--- config.mk ---
export PLATFORM = sky130hd
export DESIGN_NAME = uart_rx_fifo
export DESIGN_NICKNAME = d
export VERILOG_FILES = /design/src/rtl/uart_pkg.sv /design/src/rtl/uart_sync_fifo.sv /design/src/rtl/uart_rx_fifo.sv
export SDC_FILE = /design/constraint.sdc
export NUM_CORES = 1
export LEC_CHECK = 0
export ABC_CLOCK_PERIOD_IN_PS = 3200
export BUFFER_PORTS_ARGS = -buffer_cell sky130_fd_sc_hd__buf_4
export CAP_MARGIN = 25
export CORE_MARGIN = 2
export CORE_UTILIZATION = 24
export DETAILED_ROUTE_END_ITERATION = 16
export PLACE_DENSITY_LB_ADDON = 0.15
export SETUP_SLACK_MARGIN = 0.4
export SLEW_MARGIN = 20
export SYNTH_ARGS = -nofsm -noshare
export SYNTH_HDL_FRONTEND = slang
export SYNTH_HIERARCHICAL = 1
export SYNTH_SLANG_ARGS = --single-unit
export TNS_END_PERCENT = 30
--- constraint.sdc ---
create_clock -name clk -period 3.2 [get_ports clk]
set_input_delay 0.32 -clock clk [delete_from_list [all_inputs] [get_ports clk]]
set_output_delay 0.32 -clock clk [all_outputs]
set_load 0.005 [all_outputs]
--- src/rtl/uart_pkg.sv ---
// Shared types for the UART receive path: FSM states, FIFO entry layout and latched frame config.
package uart_pkg;

    typedef enum logic [2:0] {
        IDLE,
        START,
        DATA,
        PARITY,
        STOP,
        BRK_WAIT
    } rx_state_e;

    typedef struct packed {
        logic       brk;
        logic       ferr;
        logic       perr;
        logic [7:0] data;
    } rx_entry_t;

    typedef struct packed {
        logic [1:0] data_bit_num;
        logic       stop_bit_num;
        logic       parity_en;
        logic       parity_type;
    } rx_cfg_t;

    localparam int ENTRY_W = $bits(rx_entry_t);

    // Index of the last data bit: 00..11 selects 5..8 data bits.
    function automatic logic [2:0] last_data_idx(input logic [1:0] data_bit_num);
        return 3'd4 + {1'b0, data_bit_num};
    endfunction

endpackage

--- src/rtl/uart_sync_fifo.sv ---
// Single-clock show-ahead FIFO with fill count and registered full/empty flags.
module uart_sync_fifo #(
    parameter int WIDTH = 8,
    parameter int DEPTH = 16
) (
    input  logic                     clk,
    input  logic                     reset_n,
    input  logic                     push,
    input  logic                     pop,
    input  logic [WIDTH-1:0]         wdata,
    output logic [WIDTH-1:0]         rdata,
    output logic [$clog2(DEPTH):0]   count,
    output logic                     full,
    output logic                     empty
);

    localparam int PTR_W = $clog2(DEPTH);
    localparam int CNT_W = PTR_W + 1;

    logic [WIDTH-1:0] mem [DEPTH];
    logic [PTR_W-1:0] wr_ptr;
    logic [PTR_W-1:0] rd_ptr;
    logic [CNT_W-1:0] count_next;
    logic             do_push;
    logic             do_pop;

    // A push while full is accepted only when a pop frees the head slot in the same cycle.
    assign do_push    = push && (!full || pop);
    assign do_pop     = pop && !empty;
    assign count_next = count + CNT_W'(do_push) - CNT_W'(do_pop);
    assign rdata      = mem[rd_ptr];

    always_ff @(posedge clk or negedge reset_n) begin
        if (!reset_n) begin
            wr_ptr <= '0;
            rd_ptr <= '0;
            count  <= '0;
            full   <= 1'b0;
            empty  <= 1'b1;
        end else begin
            if (do_push) wr_ptr <= wr_ptr + PTR_W'(1);
            if (do_pop)  rd_ptr <= rd_ptr + PTR_W'(1);
            count <= count_next;
            full  <= (count_next == CNT_W'(DEPTH));
            empty <= (count_next == '0);
        end
    end

    // NOTE: storage has no reset; contents are only ever observed behind a valid pointer.
    always_ff @(posedge clk) begin
        if (do_push) mem[wr_ptr] <= wdata;
    end

endmodule

--- src/rtl/uart_rx_fifo.sv ---
// UART receiver: 2-FF synchroniser, programmable bit timer, 3-sample majority vote,
// frame FSM with parity/framing/break detection, RX FIFO, overrun flag and rts_n flow control.
module uart_rx_fifo
    import uart_pkg::*;
#(
    parameter int DIV_W      = 16,
    parameter int FIFO_DEPTH = 16,
    parameter int RTS_THRESH = 12
) (
    input  logic                          clk,
    input  logic                          reset_n,
    input  logic                          rx,
    input  logic [DIV_W-1:0]              baud_div,
    input  logic [1:0]                    data_bit_num,
    input  logic                          stop_bit_num,
    input  logic                          parity_en,
    input  logic                          parity_type,
    input  logic                          rd_en,
    input  logic                          clr_overrun,
    output logic                          rx_valid,
    output logic [7:0]                    rx_data,
    output logic                          parity_error,
    output logic                          frame_error,
    output logic                          break_det,
    output logic                          rx_done,
    output logic                          overrun,
    output logic [$clog2(FIFO_DEPTH):0]   fifo_count,
    output logic                          rts_n
);

    localparam int CNT_W = $clog2(FIFO_DEPTH) + 1;
    localparam logic [CNT_W-1:0] RTS_LVL = CNT_W'(RTS_THRESH);

    rx_state_e        state, state_next;
    rx_cfg_t          cfg;
    logic [1:0]       sync_q;
    logic             rxs, rxs_d, start_edge;
    logic [DIV_W-1:0] tcnt, half;
    logic             timer_run, tick_last, vote_now;
    logic             s0, s1, bit_val;
    logic [7:0]       data_q;
    logic [2:0]       bit_idx;
    logic             stop_idx, last_stop;
    logic             ferr_q, perr_q, par_sample;
    logic             ferr_next, frame_brk;
    logic             cfg_load, shift_en, bit_adv, par_en, stop_en, stop_adv, push_dec;
    logic             push_req;
    rx_entry_t        entry_q, head;
    logic [ENTRY_W-1:0] head_raw;
    logic             fifo_full, fifo_empty;

    always_ff @(posedge clk or negedge reset_n) begin
        if (!reset_n) begin
            sync_q <= 2'b11;
            rxs_d  <= 1'b1;
        end else begin
            sync_q <= {sync_q[0], rx};
            rxs_d  <= sync_q[1];
        end
    end

    assign rxs        = sync_q[1];
    assign start_edge = rxs_d & ~rxs;

    // Bit timer idles at 0 so a detected start edge begins the start bit at count 0.
    assign half      = baud_div >> 1;
    assign timer_run = (state != IDLE) && (state != BRK_WAIT);
    assign tick_last = (tcnt == baud_div - DIV_W'(1));
    assign vote_now  = timer_run && (tcnt == half + DIV_W'(1));
    assign bit_val   = (s0 & s1) | (s0 & rxs) | (s1 & rxs);

    always_ff @(posedge clk or negedge reset_n) begin
        if (!reset_n) begin
            tcnt <= '0;
            s0   <= 1'b1;
            s1   <= 1'b1;
        end else begin
            if (!timer_run || tick_last) tcnt <= '0;
            else                         tcnt <= tcnt + DIV_W'(1);
            if (timer_run && tcnt == half - DIV_W'(1)) s0 <= rxs;
            if (timer_run && tcnt == half)             s1 <= rxs;
        end
    end

    assign last_stop = (stop_idx == cfg.stop_bit_num);
    assign ferr_next = ferr_q | ~bit_val;
    assign frame_brk = ferr_next && (data_q == 8'h00) && (!cfg.parity_en || !par_sample);

    always_ff @(posedge clk or negedge reset_n) begin
        if (!reset_n) state <= IDLE;
        else          state <= state_next;
    end

    // NOTE: every always_comb assigns its outputs a default first so no path can infer a latch.
    always_comb begin
        state_next = state;
        case (state)
            IDLE:     if (start_edge) state_next = START;
            START:    if (vote_now && bit_val) state_next = IDLE;
                      else if (tick_last)      state_next = DATA;
            DATA:     if (tick_last && bit_idx == last_data_idx(cfg.data_bit_num))
                          state_next = cfg.parity_en ? PARITY : STOP;
            PARITY:   if (tick_last) state_next = STOP;
            STOP:     if (vote_now && last_stop) state_next = frame_brk ? BRK_WAIT : IDLE;
            BRK_WAIT: if (rxs) state_next = IDLE;
            default:  state_next = IDLE;
        endcase
    end

    always_comb begin
        cfg_load = 1'b0;
        shift_en = 1'b0;
        bit_adv  = 1'b0;
        par_en   = 1'b0;
        stop_en  = 1'b0;
        stop_adv = 1'b0;
        push_dec = 1'b0;
        case (state)
            IDLE:   cfg_load = start_edge;
            DATA:   begin
                        shift_en = vote_now;
                        bit_adv  = tick_last;
                    end
            PARITY: par_en = vote_now;
            STOP:   begin
                        stop_en  = vote_now;
                        stop_adv = tick_last;
                        push_dec = vote_now && last_stop;
                    end
            default: ;
        endcase
    end

    // NOTE: sequential state uses non-blocking assignments so every register samples pre-edge values.
    always_ff @(posedge clk or negedge reset_n) begin
        if (!reset_n) begin
            cfg        <= '0;
            data_q     <= '0;
            bit_idx    <= '0;
            stop_idx   <= 1'b0;
            ferr_q     <= 1'b0;
            perr_q     <= 1'b0;
            par_sample <= 1'b0;
            push_req   <= 1'b0;
            entry_q    <= '0;
        end else begin
            push_req <= push_dec;
            if (cfg_load) begin
                cfg        <= rx_cfg_t'{data_bit_num, stop_bit_num, parity_en, parity_type};
                data_q     <= '0;
                bit_idx    <= '0;
                stop_idx   <= 1'b0;
                ferr_q     <= 1'b0;
                perr_q     <= 1'b0;
                par_sample <= 1'b0;
            end
            if (shift_en) data_q[bit_idx] <= bit_val;
            if (bit_adv)  bit_idx <= bit_idx + 3'd1;
            if (par_en) begin
                perr_q     <= (^data_q ^ bit_val) ^ cfg.parity_type;
                par_sample <= bit_val;
            end
            if (stop_en)  ferr_q   <= ferr_next;
            if (stop_adv) stop_idx <= ~stop_idx;
            if (push_dec) entry_q  <= rx_entry_t'{frame_brk, ferr_next, perr_q, data_q};
        end
    end

    uart_sync_fifo #(
        .WIDTH (ENTRY_W),
        .DEPTH (FIFO_DEPTH)
    ) u_fifo (
        .clk     (clk),
        .reset_n (reset_n),
        .push    (push_req),
        .pop     (rd_en),
        .wdata   (entry_q),
        .rdata   (head_raw),
        .count   (fifo_count),
        .full    (fifo_full),
        .empty   (fifo_empty)
    );

    // A set wins over a simultaneous clear so a drop is never lost.
    always_ff @(posedge clk or negedge reset_n) begin
        if (!reset_n) begin
            overrun <= 1'b0;
            rts_n   <= 1'b1;
        end else begin
            if (push_req && fifo_full && !rd_en) overrun <= 1'b1;
            else if (clr_overrun)                overrun <= 1'b0;
            rts_n <= (fifo_count >= RTS_LVL);
        end
    end

    assign head         = rx_entry_t'(head_raw);
    assign rx_valid     = ~fifo_empty;
    assign rx_data      = rx_valid ? head.data : 8'h00;
    assign parity_error = rx_valid & head.perr;
    assign frame_error  = rx_valid & head.ferr;
    assign break_det    = rx_valid & head.brk;
    assign rx_done      = push_req;

endmodule

### After elaboration in Yosys (flattened, before gate mapping)

Memory sizes are Yosys's and may differ from the RTL's.
Index checks and enable logic that the tools add are counted.

| word-level totals | value |
|---|---|
| flip-flop bits (word level) | 73 |
| output and inout port bits | 20 |
| memory bits (writable) | 176 |
| memories | 1 |

Memory list:

| name | depth | bits a word | read ports | clocked after Yosys merged registers in | write ports | RTL line | RTL |
|---|---|---|---|---|---|---|---|
| u_fifo.mem | 16 | 11 | 1 | 0 | 1 | uart_sync_fifo.sv:20 | `logic [WIDTH-1:0] mem [DEPTH];` |

| operators by class | value |
|---|---|
| bitwise logic cells | 16 |
| muxes and demuxes | 35 |
| reductions and logical operators | 34 |
| add/sub/neg operators | 10 |
| order comparisons | 3 |
| eq/ne operators | 19 |

Operators with widths:

| kind | number |
|---|---|
| 16-bit == test | 3 |
| 3-bit 2-to-1 mux | 11 |
| 8-bit 2-to-1 mux | 3 |
| 3-bit one-hot mux with 6 select lines | 1 |
| 1-bit 2-to-1 mux | 17 |
| 15-bit by 1-bit adder with 16-bit output, second input constant | 1 |
| 16-bit by 1-bit adder with 16-bit output, second input constant | 1 |
| 16-bit by 15-bit == test with 1-bit output | 1 |
| 16-bit 2-to-1 mux | 1 |
| 15-bit by 1-bit subtractor with 16-bit output, second input constant | 1 |
| 16-bit by 1-bit subtractor with 16-bit output, second input constant | 1 |
| 1-bit logical AND | 14 |
| 2-bit != test, second input constant | 5 |
| 2-bit nonzero test | 5 |
| 4-bit by 1-bit adder with 4-bit output, second input constant | 2 |
| 8-bit bitwise mux | 1 |
| 8-bit logical NOT | 1 |
| 8-bit XOR reduction | 1 |
| 1-bit AND | 7 |
| 3-bit by 2-bit == test with 1-bit output, second input constant | 2 |
| 3-bit == test, second input constant | 2 |
| 1-bit logical NOT | 6 |
| 3-bit != test, second input constant | 2 |
| 6-bit AND reduction | 1 |
| other kinds (19) | 27 |

### Depth between registers and ports, before layout

| logic depth | value |
|---|---|
| depth in word-level cells | 10 |
| mapped depth | 14 |
| depth with buffers taken out | 12 |

### Modules after synthesis

Netlist, hierarchy kept.

By module, submodules not included:

| module | cells each | area each (um2) | instances |
|---|---|---|---|
| uart_sync_fifo | 363 | 7582.3 | 1 |
| uart_rx_fifo | 580 | 4802.1 | 1 |

### Least setup slack after synthesis

Ideal clock, no wire load.

| timing | value |
|---|---|
| path type | input port to flip-flop |
| from | in baud_div[1] |
| to | reg tcnt[10] |
| setup slack | 0.135 ns |
| data arrival time | 2.944 ns |
| stages | 14 |
| library setup time | 0.121 ns |
| cells stage by stage | clkbuf_1 inv_1 ha_1 clkbuf_2 and2b_1 nand3_1 nand3_1 or4_1 or2_1 nor3_1 or2_1 clkbuf_2 buf_2 nor2_1 |

| on the way | value |
|---|---|
| cells in the longest elaborated chain, start to end | 4 |

RTL lines:

| element | RTL line | RTL |
|---|---|---|
| start, declared | uart_rx_fifo.sv:13 | `input logic [DIV_W-1:0] baud_div,` |
| 16-bit by 1-bit subtractor with 16-bit output | uart_rx_fifo.sv:68 | `assign tick_last = (tcnt == baud_div - DIV_W'(1));` |
| 16-bit == test | uart_rx_fifo.sv:68 |  |
| 1-bit logical OR | uart_rx_fifo.sv:78 | `if (!timer_run \|\| tick_last) tcnt <= '0;` |
| 16-bit 2-to-1 mux | uart_rx_fifo.sv:78 |  |
| end signal, assigned | uart_rx_fifo.sv:79 | `else tcnt <= tcnt + DIV_W'(1);` |
| end, declared | uart_rx_fifo.sv:38 | `logic [DIV_W-1:0] tcnt, half;` |

No other way between the ends.
A chain may end at the register's enable or synchronous reset.

==> results.cfg <==
[timing]
finalSetupTns_ps = 0
max_slew.worst_pin.slew_ps = 907
max_freq_ghz = 0.363
timing.final.max_slew_violations = 0
rsz0062_at_grt = true
setup_slack_ps = 445
fin_crit_ps = 2760
setup_viol = 0
clock-skew-final_ps = 25.0
hold_viol = 0
slew_headroom_pct = 39.5
final.period_utilization_pct = 86.1

[layout]
fillerInstances = 5205
final_cell_mix = 176 x sky130_fd_sc_hd__edfxtp_1, 116 x sky130_fd_sc_hd__buf_4, 75 x sky130_fd_sc_hd__nand2_1
layout_overhead_on_the_synthesized_area_pct = 23.6
share_of_post_route_cells_with_drive_strength_above_1_pct = 26.7
diodes = 0
regArea_mm2 = 0.00713
multi_input_area_mm2 = 0.00508
mostFrequentLayoutCell = sky130_fd_sc_hd__edfxtp_1
num-nets-final = 1097

[floorplanning]
design.portCount = 46
floorplan.rows = 83
initial_core_util_pct = 24.2
die_area_mm2 = 0.0534
die_w_um = 231
fp.dieH_um = 231
floorplan.core_area_mm2 = 0.0512

[placement]
hpwlAfterDp_um = 21900
io_buffers = 45
gp_routability_congestion = 0.772
place_ws_ps = 36.3

[logic_synthesis]
synth_seq_area_share_pct = 57.5
synth_enable_flop_cells = 176
ys_seq_elements = 249
ys_async_sr_fraction_pct = 29.3
synth_top_family_by_area = simple AND/OR/NAND/NOR gates
syn_avg_cell_area_um2 = 13.1
biggest_area_contributors_in_the_synthesized_netlist = sky130_fd_sc_hd__edfxtp_1 43%, sky130_fd_sc_hd__dfrtp_1 13%, sky130_fd_sc_hd__mux4_1 4.7%, sky130_fd_sc_hd__mux4_2 4.0%, sky130_fd_sc_hd__xnor2_1 3.4%
netlist_area_mm2 = 0.0124
synth.yosys.warnings = 6
syn_inst = 943
synthXorXnorAreaFrac_pct = 5.45
mux_share_of_post_synthesis_cell_area_pct = 11.5
synth_simple_gate_area_share_pct = 14.0
yosys_cell_types = 76
synthAdderAreaFrac_pct = 2.08
yosysTopAreaCellShare_pct = 42.7
synth_area_leader_cell = sky130_fd_sc_hd__edfxtp_1
mappedNetlistNets = 989
yosys_most_used_dff = sky130_fd_sc_hd__edfxtp_1
synth_compound_gate_area_share_pct = 5.55

[setup_path]
beginning_of_the_worst_register_to_register_path = tcnt[2]$_DFF_PN0_
worst_setup_path_start_kind = flip-flop
cp_top_family = multiplexers
critical_setup_path_class = reg2out
worst_path_max_delay_cell = sky130_fd_sc_hd__mux4_1
timing.critical_path.required_ps = 2880
timing.reg2reg.setup_slack_ps = 460
ff2ff_path_depth = 8
critical_path_arrival_ps = 2440
cp_num_cells = 7
cp_num_buf_inv = 3
timing.critical_path.slowest_cell_delay_ps = 570
cpMostUsedCell = sky130_fd_sc_hd__buf_12
crit_path_end_kind = output pin
rr_endpoint = state[0]$_DFFE_PN0P_
critical_path_cell_sequence = buf_12 -> buf_12 -> mux4_1 -> a22oi_2 -> nand2_1 -> nor2b_1 -> buf_4
critical_path_peak_fanout = 11

[detailed_routing]
vias = 7843
route.final.wire_length_um = 31900
drt_first_pass_iters = 4
detail_route.drc_violations = 0
detail_route.vias_per_cell = 4.47
wl_per_cell_um = 18.2
route.antenna.remaining_nets = 0
drtIter0Drc = 525

[clocking]
cts_tree = built
clock_path_buffers = 3
clk_transition_reported_paths_ps = 60
clock_tree.root_cell = sky130_fd_sc_hd__clkbuf_16
clock_insertion_delay_worst_skew_ps = 590
htreeDepth = 1
cts_made_buffers = 30
cts.sinks = 249

[power]
ratio_of_total_power_to_cell_area_mw_per_mm2 = 667
peakVddDrop_mv = 0.421
leakagePower_nw = 5.60

[global_route]
first_global_vias = 8006
grt_first_pass_wirelength_um = 49700
grt_max_degree = 64
globalRoute.totalOverflow = 0
antenna_found_initial = 0
global_route.usage.total_pct = 12.0

[flow_run]
max_cap_violations = 0

[worst_hold_path]
holdPathEnd = sync_q[1]$_DFF_PN1_
worstHoldPathCells = 0
min_path_type = reg2reg
worst_hold_startpoint = sync_q[0]$_DFF_PN1_

[outcome]
run_status = finished, final reports clean
==> power breakdown <==
group	internal [mW]	switching, mW
clock network	1.90	1.42
logic	1.44	1.49
registers	3.66	0.304
total	6.99	3.22
==> registers in the layout, summed over array words and instances (netlist names), 2 cells and up <==
name / count
bit_idx: 3
cfg: 5
data_q: 8
entry_q: 11
state: 3
sync_q: 2
tcnt: 16
u_fifo/count: 5
u_fifo/mem: 176
u_fifo/rd_ptr: 4
u_fifo/wr_ptr: 4
==> cells by family after synthesis <==
group	count (synthesis)
XOR/XNOR	77
flip-flops	249
AND/OR/NAND/NOR	325
AO/OA/AOI/OAI	96
adder cells (fa/ha/maj)	20
multiplexers	78
buffers and inverters	98
==> timing repair <==
item	CTS	global route
cloned	1	1
endpoints found under the hold margin	62	0
hold buffers	9	0
gates resized for setup	20	62
pin swaps	6	13
buffers inserted	3	12
endpoints found under the setup margin	24	29
==> synthesized netlist by cell type (7+ instances only) <==
master and number:
sky130_fd_sc_hd__a22oi_1 23, sky130_fd_sc_hd__nand2_1 78, sky130_fd_sc_hd__xor2_1 29, sky130_fd_sc_hd__edfxtp_1 176
sky130_fd_sc_hd__mux4_2 22, sky130_fd_sc_hd__ha_1 19, sky130_fd_sc_hd__mux2i_1 21, sky130_fd_sc_hd__and3_1 11
sky130_fd_sc_hd__inv_1 38, sky130_fd_sc_hd__nor3_1 23, sky130_fd_sc_hd__nand2b_1 10, sky130_fd_sc_hd__mux2_2 13
sky130_fd_sc_hd__buf_2 16, sky130_fd_sc_hd__clkbuf_1 28, sky130_fd_sc_hd__nor4_1 15, sky130_fd_sc_hd__mux4_1 22
sky130_fd_sc_hd__a21oi_1 13, sky130_fd_sc_hd__o21ai_0 13, sky130_fd_sc_hd__xnor2_1 48, sky130_fd_sc_hd__nand4_1 22
sky130_fd_sc_hd__nor2_1 68, sky130_fd_sc_hd__nor2b_1 25, sky130_fd_sc_hd__dfrtp_1 66, sky130_fd_sc_hd__dfstp_2 7
sky130_fd_sc_hd__nand3_1 30
==> area by class of cell <==
| class | count | area share (%) |
|---|---|---|
| tap | 680 | 5.56 |
| inverter | 38 | 0.932 |
| sequential | 249 | 46.6 |
| multi-input combinational | 596 | 33.2 |
| timing repair buffer | 136 | 7.47 |
| clock buffer | 36 | 5.05 |
| clock inverter | 18 | 1.18 |
==> routing by layer <==
metal	GRT usage, %	up-vias	wire [um]
li1	-	3751	-
met1	16.5	3898	15100
met2	19.5	142	14800
met3	1.99	52	1220
met4	3.02	0	775
met5	0	-	0
==> per-stage QoR <==
step	instances	area [um2]	utilization (%)	hold slack (ps)	power (mW)
after detailed placement	1673	13800	26.9	352	6.72
after CTS	1740	14900	29.2	330	10.3
after global routing	1753	15300	29.9	366	10.8
after floorplan	943	12400	-	24.4	5.77
final	1753	15300	29.9	357	10.2
after global placement	1673	13800	26.9	350	6.72
==> worst max-delay path by stage <==
stage / startpoint / end / slack [ps]
global placement: baud_div[1] / state[0]$_DFFE_PN0P_ / 110
finish: u_fifo/rd_ptr[0]$_DFFE_PN0P_ / break_det / 440
floorplan: baud_div[1] / state[0]$_DFFE_PN0P_ / 310
detailed placement: baud_div[9] / state[0]$_DFFE_PN0P_ / 40
CTS: tcnt[2]$_DFF_PN0_ / state[0]$_DFFE_PN0P_ / 350
global route: u_fifo/rd_ptr[0]$_DFFE_PN0P_ / rx_data[3] / 330
Power figures use the tool's default switching activity.
